## config.mk

```make
export PLATFORM = sky130hd
export DESIGN_NAME = king_escape_scan_flat
export DESIGN_NICKNAME = d
export VERILOG_FILES = /design/src/rtl/king_escape_scan_if.sv /design/src/rtl/king_escape_scan.sv /design/src/flat_wrapper.sv
export SDC_FILE = /design/constraint.sdc
export NUM_CORES = 1
export LEC_CHECK = 0
export ABC_AREA = 1
export BUFFER_PORTS_ARGS = -buffer_cell sky130_fd_sc_hd__clkbuf_2
export CAP_MARGIN = 20
export CORE_AREA = 2 2 117 119
export DETAILED_ROUTE_END_ITERATION = 10
export DIE_AREA = 0 0 119 121
export GPL_ROUTABILITY_DRIVEN = 1
export PLACE_DENSITY = 0.72
export SLEW_MARGIN = 0
export SYNTH_ARGS = -nofsm -noshare
export SYNTH_HDL_FRONTEND = slang
export SYNTH_SLANG_ARGS = --single-unit
```

## constraint.sdc

```tcl
create_clock -name clk -period 7.9 [get_ports clk]
set_input_delay 0.395 -clock clk [delete_from_list [all_inputs] [get_ports clk]]
set_output_delay 0.395 -clock clk [all_outputs]
set_load 0.02 [all_outputs]
```

## src/rtl/king_escape_scan_if.sv

```systemverilog
// Handshake between the escape scanner and the single shared move checker.
interface king_escape_scan_if;
  logic        req;
  logic [13:0] move;
  logic        ack;
  logic        allow;
  logic        attacked;

  modport master (output req, move, input ack, allow, attacked);
  modport slave  (input req, move, output ack, allow, attacked);
endinterface

```

## src/rtl/king_escape_scan.sv

```systemverilog
// Walks the eight king-neighbour squares through one shared move checker and
// turns the resulting escape mask into a continue/win/draw verdict.
module king_escape_scan #(
  parameter int TIMEOUT_CYCLES = 15
) (
  input  logic               clk,
  input  logic               reset,
  input  logic               start,
  input  logic               side,
  input  logic [5:0]         kingPosition,
  input  logic [255:0]       board,
  input  logic               king_in_check,
  input  logic               other_moves,
  king_escape_scan_if.master chk,
  output logic               busy,
  output logic               done,
  output logic [7:0]         escape_mask,
  output logic [1:0]         winState,
  output logic               timeout_err
);

  localparam logic [3:0] TIMER_LAST = 4'(TIMEOUT_CYCLES - 1);

  typedef enum logic [2:0] {IDLE, CLASSIFY, REQ, ADVANCE, VERDICT} state_t;

  state_t            state, next_state;
  logic              side_q, check_q, other_q;
  logic [5:0]        king_q;
  logic [2:0]        index;
  logic [3:0]        timer;
  logic signed [3:0] dr, dc, row_n, col_n;
  logic              on_board, skip;
  logic [5:0]        dest;
  logic [3:0]        dest_piece;
  logic [1:0]        verdict;

  always_comb begin
    dr = 4'sd0;
    dc = 4'sd0;
    case (index)
      3'd0: begin dr =  4'sd1; dc = -4'sd1; end
      3'd1: begin dr =  4'sd1; dc =  4'sd0; end
      3'd2: begin dr =  4'sd1; dc =  4'sd1; end
      3'd3: begin dr =  4'sd0; dc = -4'sd1; end
      3'd4: begin dr =  4'sd0; dc =  4'sd1; end
      3'd5: begin dr = -4'sd1; dc = -4'sd1; end
      3'd6: begin dr = -4'sd1; dc =  4'sd0; end
      3'd7: begin dr = -4'sd1; dc =  4'sd1; end
      default: begin dr = 4'sd0; dc = 4'sd0; end
    endcase
  end

  assign row_n = $signed({1'b0, king_q[5:3]}) + dr;
  assign col_n = $signed({1'b0, king_q[2:0]}) + dc;
  // Stepping off either edge lands on -1 or 8, both of which have bit 3 set.
  assign on_board   = ~row_n[3] & ~col_n[3];
  assign dest       = {row_n[2:0], col_n[2:0]};
  assign dest_piece = board[{dest, 2'b00} +: 4];
  assign skip       = ~on_board | ((dest_piece != 4'h0) & (dest_piece[3] == side_q));
  assign chk.move   = {side_q, 1'b0, dest, king_q};

  always_comb begin
    verdict = 2'b00;
    if ((escape_mask == 8'h00) && !other_q)
      verdict = check_q ? (side_q ? 2'b01 : 2'b10) : 2'b11;
  end

  always_ff @(posedge clk) begin
    if (reset) state <= IDLE;
    else       state <= next_state;
  end

  always_comb begin
    next_state = state;
    busy       = (state != IDLE);
    done       = (state == VERDICT);
    chk.req    = (state == REQ);
    case (state)
      IDLE:     if (start) next_state = CLASSIFY;
      CLASSIFY: next_state = skip ? ADVANCE : REQ;
      REQ:      if (chk.ack || (timer == TIMER_LAST)) next_state = ADVANCE;
      ADVANCE:  next_state = (index == 3'd7) ? VERDICT : CLASSIFY;
      VERDICT:  next_state = IDLE;
      default:  next_state = IDLE;
    endcase
  end

  // Latched scan context, per-square results and the ack timer.
  always_ff @(posedge clk) begin
    if (reset) begin
      side_q      <= 1'b0;
      check_q     <= 1'b0;
      other_q     <= 1'b0;
      king_q      <= 6'd0;
      index       <= 3'd0;
      timer       <= 4'd0;
      escape_mask <= 8'h00;
      winState    <= 2'b00;
      timeout_err <= 1'b0;
    end else begin
      case (state)
        IDLE: if (start) begin
          side_q      <= side;
          check_q     <= king_in_check;
          other_q     <= other_moves;
          king_q      <= kingPosition;
          index       <= 3'd0;
          timer       <= 4'd0;
          escape_mask <= 8'h00;
          winState    <= 2'b00;
          timeout_err <= 1'b0;
        end
        CLASSIFY: if (skip) escape_mask[index] <= 1'b0;
        REQ: begin
          if (chk.ack) begin
            escape_mask[index] <= chk.allow & ~chk.attacked;
          end else if (timer == TIMER_LAST) begin
            escape_mask[index] <= 1'b0;
            timeout_err        <= 1'b1;
          end else begin
            timer <= timer + 4'd1;
          end
        end
        ADVANCE: begin
          timer <= 4'd0;
          if (index == 3'd7) winState <= verdict;
          else               index    <= index + 3'd1;
        end
        default: ;
      endcase
    end
  end

endmodule

```

## src/flat_wrapper.sv

```systemverilog
// flat-port wrapper written by rule: the top's interface ports become plain ports
module king_escape_scan_flat 
#(
  parameter int TIMEOUT_CYCLES = 15
)
  (clk, reset, start, side, kingPosition, board, king_in_check, other_moves, busy, done, escape_mask, winState, timeout_err, chk_req, chk_move, chk_ack, chk_allow, chk_attacked);
  king_escape_scan_if chk_i ();
  input  logic clk;
  input  logic reset;
  input  logic start;
  input  logic side;
  input  logic [5:0] kingPosition;
  input  logic [255:0] board;
  input  logic king_in_check;
  input  logic other_moves;
  output logic busy;
  output logic done;
  output logic [7:0] escape_mask;
  output logic [1:0] winState;
  output logic timeout_err;
  output wire logic [$bits(chk_i.req)-1:0] chk_req;
  output wire logic [$bits(chk_i.move)-1:0] chk_move;
  input wire logic [$bits(chk_i.ack)-1:0] chk_ack;
  input wire logic [$bits(chk_i.allow)-1:0] chk_allow;
  input wire logic [$bits(chk_i.attacked)-1:0] chk_attacked;
  assign chk_req = chk_i.req;
  assign chk_move = chk_i.move;
  assign chk_i.ack = chk_ack;
  assign chk_i.allow = chk_allow;
  assign chk_i.attacked = chk_attacked;
  king_escape_scan #(.TIMEOUT_CYCLES(TIMEOUT_CYCLES)) u_core (.clk(clk), .reset(reset), .start(start), .side(side), .kingPosition(kingPosition), .board(board), .king_in_check(king_in_check), .other_moves(other_moves), .chk(chk_i), .busy(busy), .done(done), .escape_mask(escape_mask), .winState(winState), .timeout_err(timeout_err));
endmodule
```

# After elaboration in Yosys (flattened, before gate mapping)
# Memories as Yosys holds them, arrays and structs flattened. A register that Yosys moved wholly into a read port is not among the register bits.
# Index checks and enable logic that the tools add are counted.
# classes
n_mux,32
shift,1
n_addsub,4
n_eq_ne,16
bitwise_logic,10
n_reduce_logical,19
magnitude_cmp,2
# ops
cell,count
$shiftx A256 B9 Y4,1
$mux W8,4
$pmux W8 S3,1
$mux W3,7
$mux W4,3
$pmux W3 S4,1
$pmux W4 S3,1
$reduce_and A4 Y1,3
$mux W2,5
$reduce_bool A3 Y1,3
$add A4 B4 Y4,2
$and A8 B8 Y8,1
$bwmux W8,1
$logic_not A8 Y1,1
$ne A2 B1 Y1 const B,4
$ne A2 B2 Y1 const B,4
$not A8 Y8,1
$eq A3 B2 Y1 const B,2
$eq A3 B3 Y1 const B,2
$pmux W3 S2,1
$reduce_and A3 Y1,2
$mux W1,5
$add A4 B1 Y4 const B,1
$eq A4 B4 Y1 const B,1
other kinds (19),27
# totals
mem_count,1
reg_bits,30
input_bits,271
mem_bits_ro,64
word_cells,95
# mem_list
name,words,word_bits,rd,rd_clocked_by_memory_dff,write_ports,line_no,rtl
(no name shown),8,8,1,1,0,king_escape_scan.sv:40,case (index)

# Longest topological paths before layout
# depth
word_depth,9
mapped_depth,22

# Worst setup path before layout
# No wires, ideal clock.
# synth_timing
kind,reg2reg
from,reg u_core.king_q[0]
to,reg u_core.escape_mask[0]
path_buffers,4
synth_period_minus_slack_ns,2.978
slack_ns,4.922
arrival_ns,2.863
path_stages_with_launch,20
setup_ns,0.115
required_ns,7.785
path_cell_list,dfxtp_1 > ha_1 > fa_1 > buf_4 > inv_2 > buf_6 > buf_6 > o31ai_1 > nand3_1 > nand3_1 > nand2_1 > nand2_1 > nand2_1 > nand2_1 > nand2_1 > nand2_2 > nand3_4 > buf_6 > a21oi_1 > nor2_1
# synth_between
elab_chain_len,7
# synth_lines
item,line_no,rtl
"start, declared",king_escape_scan.sv:28,logic [5:0] king_q;
"start signal, assigned",king_escape_scan.sv:106,king_q <= kingPosition;
$add A4 B4 Y4 *,king_escape_scan.sv:54,"assign col_n = $signed({1'b0, king_q[2:0]}) + dc;"
via chk_move[7],flat_wrapper.sv:22,output wire logic [$bits(chk_i.move)-1:0] chk_move;
$shiftx A256 B9 Y4 *,king_escape_scan.sv:58,"assign dest_piece = board[{dest, 2'b00} +: 4];"
$reduce_bool A4 Y1 / $eq A1 B1 Y1 (equally long branches),king_escape_scan.sv:59,assign skip = ~on_board | ((dest_piece != 4'h0) & (dest_piece[3] == side_q));
$and A1 B1 Y1 *,king_escape_scan.sv:59,
$or A1 B1 Y1 *,king_escape_scan.sv:59,
$ne A2 B1 Y1 (no source line) *,--,
$reduce_and A4 Y1 (no source line) *,--,
"end signal, assigned by index",king_escape_scan.sv:116,escape_mask[index] <= chk.allow & ~chk.attacked;
"end, declared",king_escape_scan.sv:17,"output logic [7:0] escape_mask,"
# The timed path passes the listed nets; every way through them passes the cells marked *.
# A chain may end at the register's enable or synchronous reset.

# Final worst setup path
# layout_timing
from,reg u_core.king_q[0]
to,reg u_core.escape_mask[1]
# layout_between
elab_chain_len,7
# layout_lines
item,line_no
$add A4 B4 Y4 *,king_escape_scan.sv:54
$shiftx A256 B9 Y4 / $not A1 Y1 (equally long branches),"king_escape_scan.sv:58, king_escape_scan.sv:56"
$reduce_bool A4 Y1 (tied with other cells),king_escape_scan.sv:59
$and A1 B1 Y1 / $not A1 Y1 (equally long branches),king_escape_scan.sv:59
$or A1 B1 Y1 *,king_escape_scan.sv:59
$ne A2 B1 Y1 (no source line) *,--
$reduce_and A4 Y1 (no source line) *,--
# Mark *: on every way between the ends. The rest lies on a longest branch, timed or not.

==> impl_metrics.xml <==
<?xml version="1.0" encoding="UTF-8"?>
<metrics>
  <group name="floorplanning">
    <metric name="effective_utilization_at_floorplan" unit="%">34.5</metric>
    <metric name="width_of_the_die" unit="µm">119</metric>
    <metric name="placement_rows" unit="">42</metric>
    <metric name="die_h" unit="µm">121</metric>
    <metric name="design.die.area" unit="mm²">0.0144</metric>
    <metric name="core_region_area" unit="mm²">0.0131</metric>
    <metric name="io-pin-count" unit="">299</metric>
  </group>
  <group name="global_route">
    <metric name="grt_overflow" unit="">0</metric>
    <metric name="grt_pass1_wl" unit="µm">29300</metric>
    <metric name="global_route.usage.total" unit="%">25.0</metric>
    <metric name="maximum_number_of_pins_on_one_net_before_global_route_repair" unit="">101</metric>
    <metric name="grt_pass1_vias" unit="">5869</metric>
    <metric name="antenna_found_initial" unit="">2</metric>
  </group>
  <group name="timing">
    <metric name="unrepaired_setup_endpoints_after_global_routing" unit="">no</metric>
    <metric name="setup_total_negative_slack" unit="ns">0</metric>
    <metric name="worst_clock_skew" unit="ns">0.00708</metric>
    <metric name="maxSlewHeadroom" unit="%">37.2</metric>
    <metric name="final-hold-violation-count" unit="">0</metric>
    <metric name="tightest_slew" unit="ns">0.941</metric>
    <metric name="fmaxAchievable" unit="MHz">291</metric>
    <metric name="layout_min_cycle_time" unit="ns">3.44</metric>
    <metric name="report.final.slew_viol_count" unit="">0</metric>
    <metric name="post-route-worst-setup-slack" unit="ns">4.46</metric>
    <metric name="min_period_over_period" unit="%">43.5</metric>
    <metric name="setup_viol_count_final" unit="">0</metric>
  </group>
  <group name="placement">
    <metric name="gp_routability_congestion" unit="">0.994</metric>
    <metric name="dp_hpwl" unit="µm">14600</metric>
    <metric name="numPortBuffers" unit="">297</metric>
    <metric name="dp_worst_setup_slack" unit="ns">4.51</metric>
    <metric name="dp.cells" unit="">1272</metric>
  </group>
  <group name="pwr">
    <metric name="design_power" unit="W">0.00244</metric>
    <metric name="p_leak" unit="nW">3.57</metric>
    <metric name="power.ir.vdd_worst" unit="mV">0.193</metric>
    <metric name="pwr_density_cell" unit="mW/mm²">397</metric>
  </group>
  <group name="cells_and_area">
    <metric name="layoutNonFillerInstCount" unit="">1282</metric>
    <metric name="proportion_of_layout_cells_with_a_drive_suffix_above_1" unit="%">29.0</metric>
    <metric name="num-nets-final" unit="">1391</metric>
    <metric name="areaGrowthSynthToFinish" unit="%">36.0</metric>
    <metric name="nFillCells" unit="">1421</metric>
  </group>
  <group name="worst_hold_path">
    <metric name="worst_hold_path.num_cells" unit="">3</metric>
    <metric name="min-delay-path-class" unit="">input port to flip-flop</metric>
    <metric name="worst_hold_startpoint" unit="">kingPosition[2]</metric>
    <metric name="worst_hold_path.endpoint" unit="">u_core.king_q[2]$_SDFFE_PP0P_</metric>
  </group>
  <group name="synth">
    <metric name="synth_area_per_cell" unit="µm²">5.34</metric>
    <metric name="synth.area.top_cells" unit="">sky130_fd_sc_hd__nand2_1 24%, sky130_fd_sc_hd__nand3_1 20%, sky130_fd_sc_hd__dfxtp_1 15%</metric>
    <metric name="yosysTopAreaCell" unit="">sky130_fd_sc_hd__nand2_1</metric>
    <metric name="ys_ff_latch" unit="">34</metric>
    <metric name="synth_sequential_area_ratio" unit="%">15.1</metric>
    <metric name="syn-cell-area" unit="mm²">0.00452</metric>
    <metric name="syn-num-nets" unit="">1134</metric>
    <metric name="yosys.area.top_type_share" unit="%">24.1</metric>
    <metric name="yosysWarningCount" unit="">0</metric>
    <metric name="postSynthCellCount" unit="">846</metric>
    <metric name="yosys.cell_types.count" unit="">39</metric>
  </group>
  <group name="routing">
    <metric name="via_count" unit="">6392</metric>
    <metric name="average_wire_length_per_cell_after_detail_routing" unit="µm">14.6</metric>
    <metric name="detail-route-antenna-nets" unit="">0</metric>
    <metric name="detail_route.iter0.violations" unit="">548</metric>
    <metric name="drt_drc_violations_left" unit="">0</metric>
    <metric name="finalWirelength" unit="µm">18700</metric>
    <metric name="vias_per_inst" unit="">4.99</metric>
    <metric name="dr.pass1.iters" unit="">5</metric>
  </group>
  <group name="clock_network">
    <metric name="worstSkewPairLatency" unit="ns">0.28</metric>
    <metric name="clock_tree.root_cell" unit="">sky130_fd_sc_hd__clkbuf_16</metric>
    <metric name="clkTransAtPathRegs" unit="ns">0.05</metric>
    <metric name="cts-resized-gates" unit="">0</metric>
    <metric name="cts-root-to-sink-buffers" unit="">2</metric>
    <metric name="number_of_buffers_added_for_setup_after_cts" unit="">0</metric>
    <metric name="tritoncts" unit="">built</metric>
    <metric name="ctsHtreeMaxLevel" unit="">2</metric>
    <metric name="clock_buffer_count_from_cts" unit="">5</metric>
    <metric name="tritoncts_num_sinks" unit="">34</metric>
    <metric name="cts.hold.buffers_added" unit="">0</metric>
  </group>
  <group name="setup_path">
    <metric name="path_class" unit="">flip-flop to flip-flop</metric>
    <metric name="critical_path.reg2reg.endpoint" unit="">u_core.escape_mask[1]$_SDFFE_PP0P_</metric>
    <metric name="r2r_slack" unit="ns">4.46</metric>
    <metric name="worst_setup_path_start_kind" unit="">flip-flop</metric>
    <metric name="worstPathMaxFanout" unit="">56</metric>
    <metric name="timing.critical_path.to_type" unit="">flip-flop</metric>
    <metric name="critPathArrivalTime" unit="ns">3.61</metric>
    <metric name="regToRegStartpoint" unit="">u_core.king_q[0]$_SDFFE_PP0P_</metric>
    <metric name="critical_path.startpoint" unit="">u_core.king_q[0]$_SDFFE_PP0P_</metric>
    <metric name="r2r_cells" unit="">17</metric>
    <metric name="critPathRequiredTime" unit="ns">8.07</metric>
  </group>
  <group name="status">
    <metric name="status" unit="">finished clean</metric>
  </group>
  <group name="flow_run">
    <metric name="cap_viol_max_count" unit="">0</metric>
  </group>
</metrics>
-- synth_stat cells --
cell	n
sky130_fd_sc_hd__nand3_4	1
sky130_fd_sc_hd__o21ai_1	4
sky130_fd_sc_hd__nor2_4	1
sky130_fd_sc_hd__dfxtp_1	34
sky130_fd_sc_hd__buf_6	7
sky130_fd_sc_hd__nor3_1	13
sky130_fd_sc_hd__or2_1	8
sky130_fd_sc_hd__buf_4	7
sky130_fd_sc_hd__nand2_1	290
sky130_fd_sc_hd__mux2i_1	1
sky130_fd_sc_hd__clkinv_1	1
sky130_fd_sc_hd__fa_1	2
sky130_fd_sc_hd__and3_1	1
sky130_fd_sc_hd__nand3_2	2
sky130_fd_sc_hd__a211oi_1	1
sky130_fd_sc_hd__a2111oi_0	2
sky130_fd_sc_hd__a21oi_1	32
sky130_fd_sc_hd__o211a_1	1
sky130_fd_sc_hd__ha_1	15
sky130_fd_sc_hd__buf_1	2
sky130_fd_sc_hd__o21bai_1	1
sky130_fd_sc_hd__nand3_1	177
sky130_fd_sc_hd__inv_2	3
sky130_fd_sc_hd__nor2_1	67
sky130_fd_sc_hd__o211ai_1	14
sky130_fd_sc_hd__a31oi_1	2
sky130_fd_sc_hd__clkbuf_1	11
sky130_fd_sc_hd__nor4_1	1
sky130_fd_sc_hd__inv_1	80
sky130_fd_sc_hd__conb_1	1
sky130_fd_sc_hd__nand2_2	1
sky130_fd_sc_hd__o31ai_1	4
sky130_fd_sc_hd__xor2_1	2
sky130_fd_sc_hd__o21ai_0	26
sky130_fd_sc_hd__nor3_2	1
sky130_fd_sc_hd__nand4_1	1
sky130_fd_sc_hd__buf_2	25
sky130_fd_sc_hd__xnor2_1	3
sky130_fd_sc_hd__o21a_1	1
-- routing by layer --
| metal | share of wire [%] | track usage, % |
|---|---|---|
| met3 | 6.6 | 3.57 |
| met4 | 1.9 | 5.65 |
| met2 | 49 | 44.6 |
| met1 | 43 | 31.9 |
| met5 | 0 | 0 |
-- worst max-delay path, stage by stage (launching register included) --
cell and delay (ns):
sky130_fd_sc_hd__dfxtp_1 0.40, sky130_fd_sc_hd__ha_4 0.17, sky130_fd_sc_hd__fa_2 0.47, sky130_fd_sc_hd__inv_2 0.18, sky130_fd_sc_hd__buf_4 0.54, sky130_fd_sc_hd__nand3_1 0.18, sky130_fd_sc_hd__nand3_1 0.11, sky130_fd_sc_hd__nand2_1 0.08
sky130_fd_sc_hd__nand2_1 0.07, sky130_fd_sc_hd__nand3_1 0.09, sky130_fd_sc_hd__nand3_1 0.12, sky130_fd_sc_hd__nand2_1 0.10, sky130_fd_sc_hd__nor2_1 0.11, sky130_fd_sc_hd__nand2_1 0.07, sky130_fd_sc_hd__nand2_2 0.10, sky130_fd_sc_hd__nand3_4 0.18
sky130_fd_sc_hd__a21oi_1 0.23, sky130_fd_sc_hd__nor2_1 0.07
-- placed cells by master (no fill, tap or decap), types with 5 or more instances in the layout --
| cell | count |
|---|---|
| sky130_fd_sc_hd__clkbuf_2 | 297 |
| sky130_fd_sc_hd__clkbuf_16 | 5 |
| sky130_fd_sc_hd__o211ai_1 | 14 |
| sky130_fd_sc_hd__buf_4 | 5 |
| sky130_fd_sc_hd__dfxtp_1 | 34 |
| sky130_fd_sc_hd__nor2_1 | 67 |
| sky130_fd_sc_hd__or2_1 | 8 |
| sky130_fd_sc_hd__nand3_1 | 177 |
| sky130_fd_sc_hd__nor3_1 | 13 |
| sky130_fd_sc_hd__ha_1 | 14 |
| sky130_fd_sc_hd__o21ai_0 | 26 |
| sky130_fd_sc_hd__inv_1 | 80 |
| sky130_fd_sc_hd__nand2_1 | 290 |
| sky130_fd_sc_hd__a21oi_1 | 32 |
-- flip-flops by register name, indices dropped and copies added (netlist names) --
| signal | flops |
|---|---|
| u_core.dc | 2 |
| u_core.index | 3 |
| u_core.state | 3 |
| u_core.escape_mask | 8 |
| u_core.winState | 2 |
| u_core.king_q | 6 |
| u_core.dr | 2 |
| u_core.other_q | 1 |
| u_core.side_q | 1 |
| u_core.timeout_err | 1 |
| u_core.timer | 4 |
| u_core.check_q | 1 |
-- per-stage QoR --
stage | area (µm²) | util (%) | hold WS, ns
after floorplan | 4520 | - | 0.445
after global placement | 5980 | 45.7 | 0.456
after detailed placement | 5980 | 45.7 | 0.467
after CTS | 6140 | 46.9 | 0.342
after global routing | 6140 | 46.9 | 0.370
final | 6150 | 47.0 | 0.342
-- kinds of logic (layout without fill, tap and decap cells) --
group           count (synthesis)  in the layout  share of synthesized area [%]
simple gates                  564            564                           53.7
buf+inv                       136            394                           13.7
compound gates                 88             88                           11.2
flops                          34             34                           15.1
fa+ha+maj                      17             17                           5.04
xor+xnor                        5              5                          0.969
other cells                     1              3                         0.0830
mux                             1              1                          0.221
-- layout make-up --
cell class / count / area, µm² / area share [%]
Antenna cell: 2 / 5.00 / 0.0814
Clock inverter: 1 / 30.0 / 0.488
Timing Repair Buffer: 302 / 1520 / 24.8
Inverter: 84 / 315 / 5.13
Clock buffer: 7 / 133 / 2.16
Sequential cell: 34 / 681 / 11.1
Tap cell: 176 / 220 / 3.58
Multi-Input combinational cell: 676 / 3240 / 52.7
-- worst max path at each step --
stage | to | slack (ns) | cells past startpoint
floorplan | u_core.escape_mask[0]$_SDFFE_PP0P_ | 4.92 | 19
global placement | u_core.escape_mask[6]$_SDFFE_PP0P_ | 4.55 | 18
detailed placement | u_core.escape_mask[6]$_SDFFE_PP0P_ | 4.51 | 18
CTS | u_core.escape_mask[1]$_SDFFE_PP0P_ | 4.46 | 17
global route | u_core.escape_mask[1]$_SDFFE_PP0P_ | 4.15 | 17
finish | u_core.escape_mask[1]$_SDFFE_PP0P_ | 4.46 | 17
-- where the power goes --
part / internal, W / switching [W] / total, W / leakage [nW]
Combinational: 0.000640 / 0.00130 / 0.00194 / 3.22
Clock: 0.000149 / 0.0000702 / 0.000219 / 0.0781
Sequential: 0.000225 / 0.0000564 / 0.000282 / 0.279
Note: power is estimated with default switching activity, not from simulation.
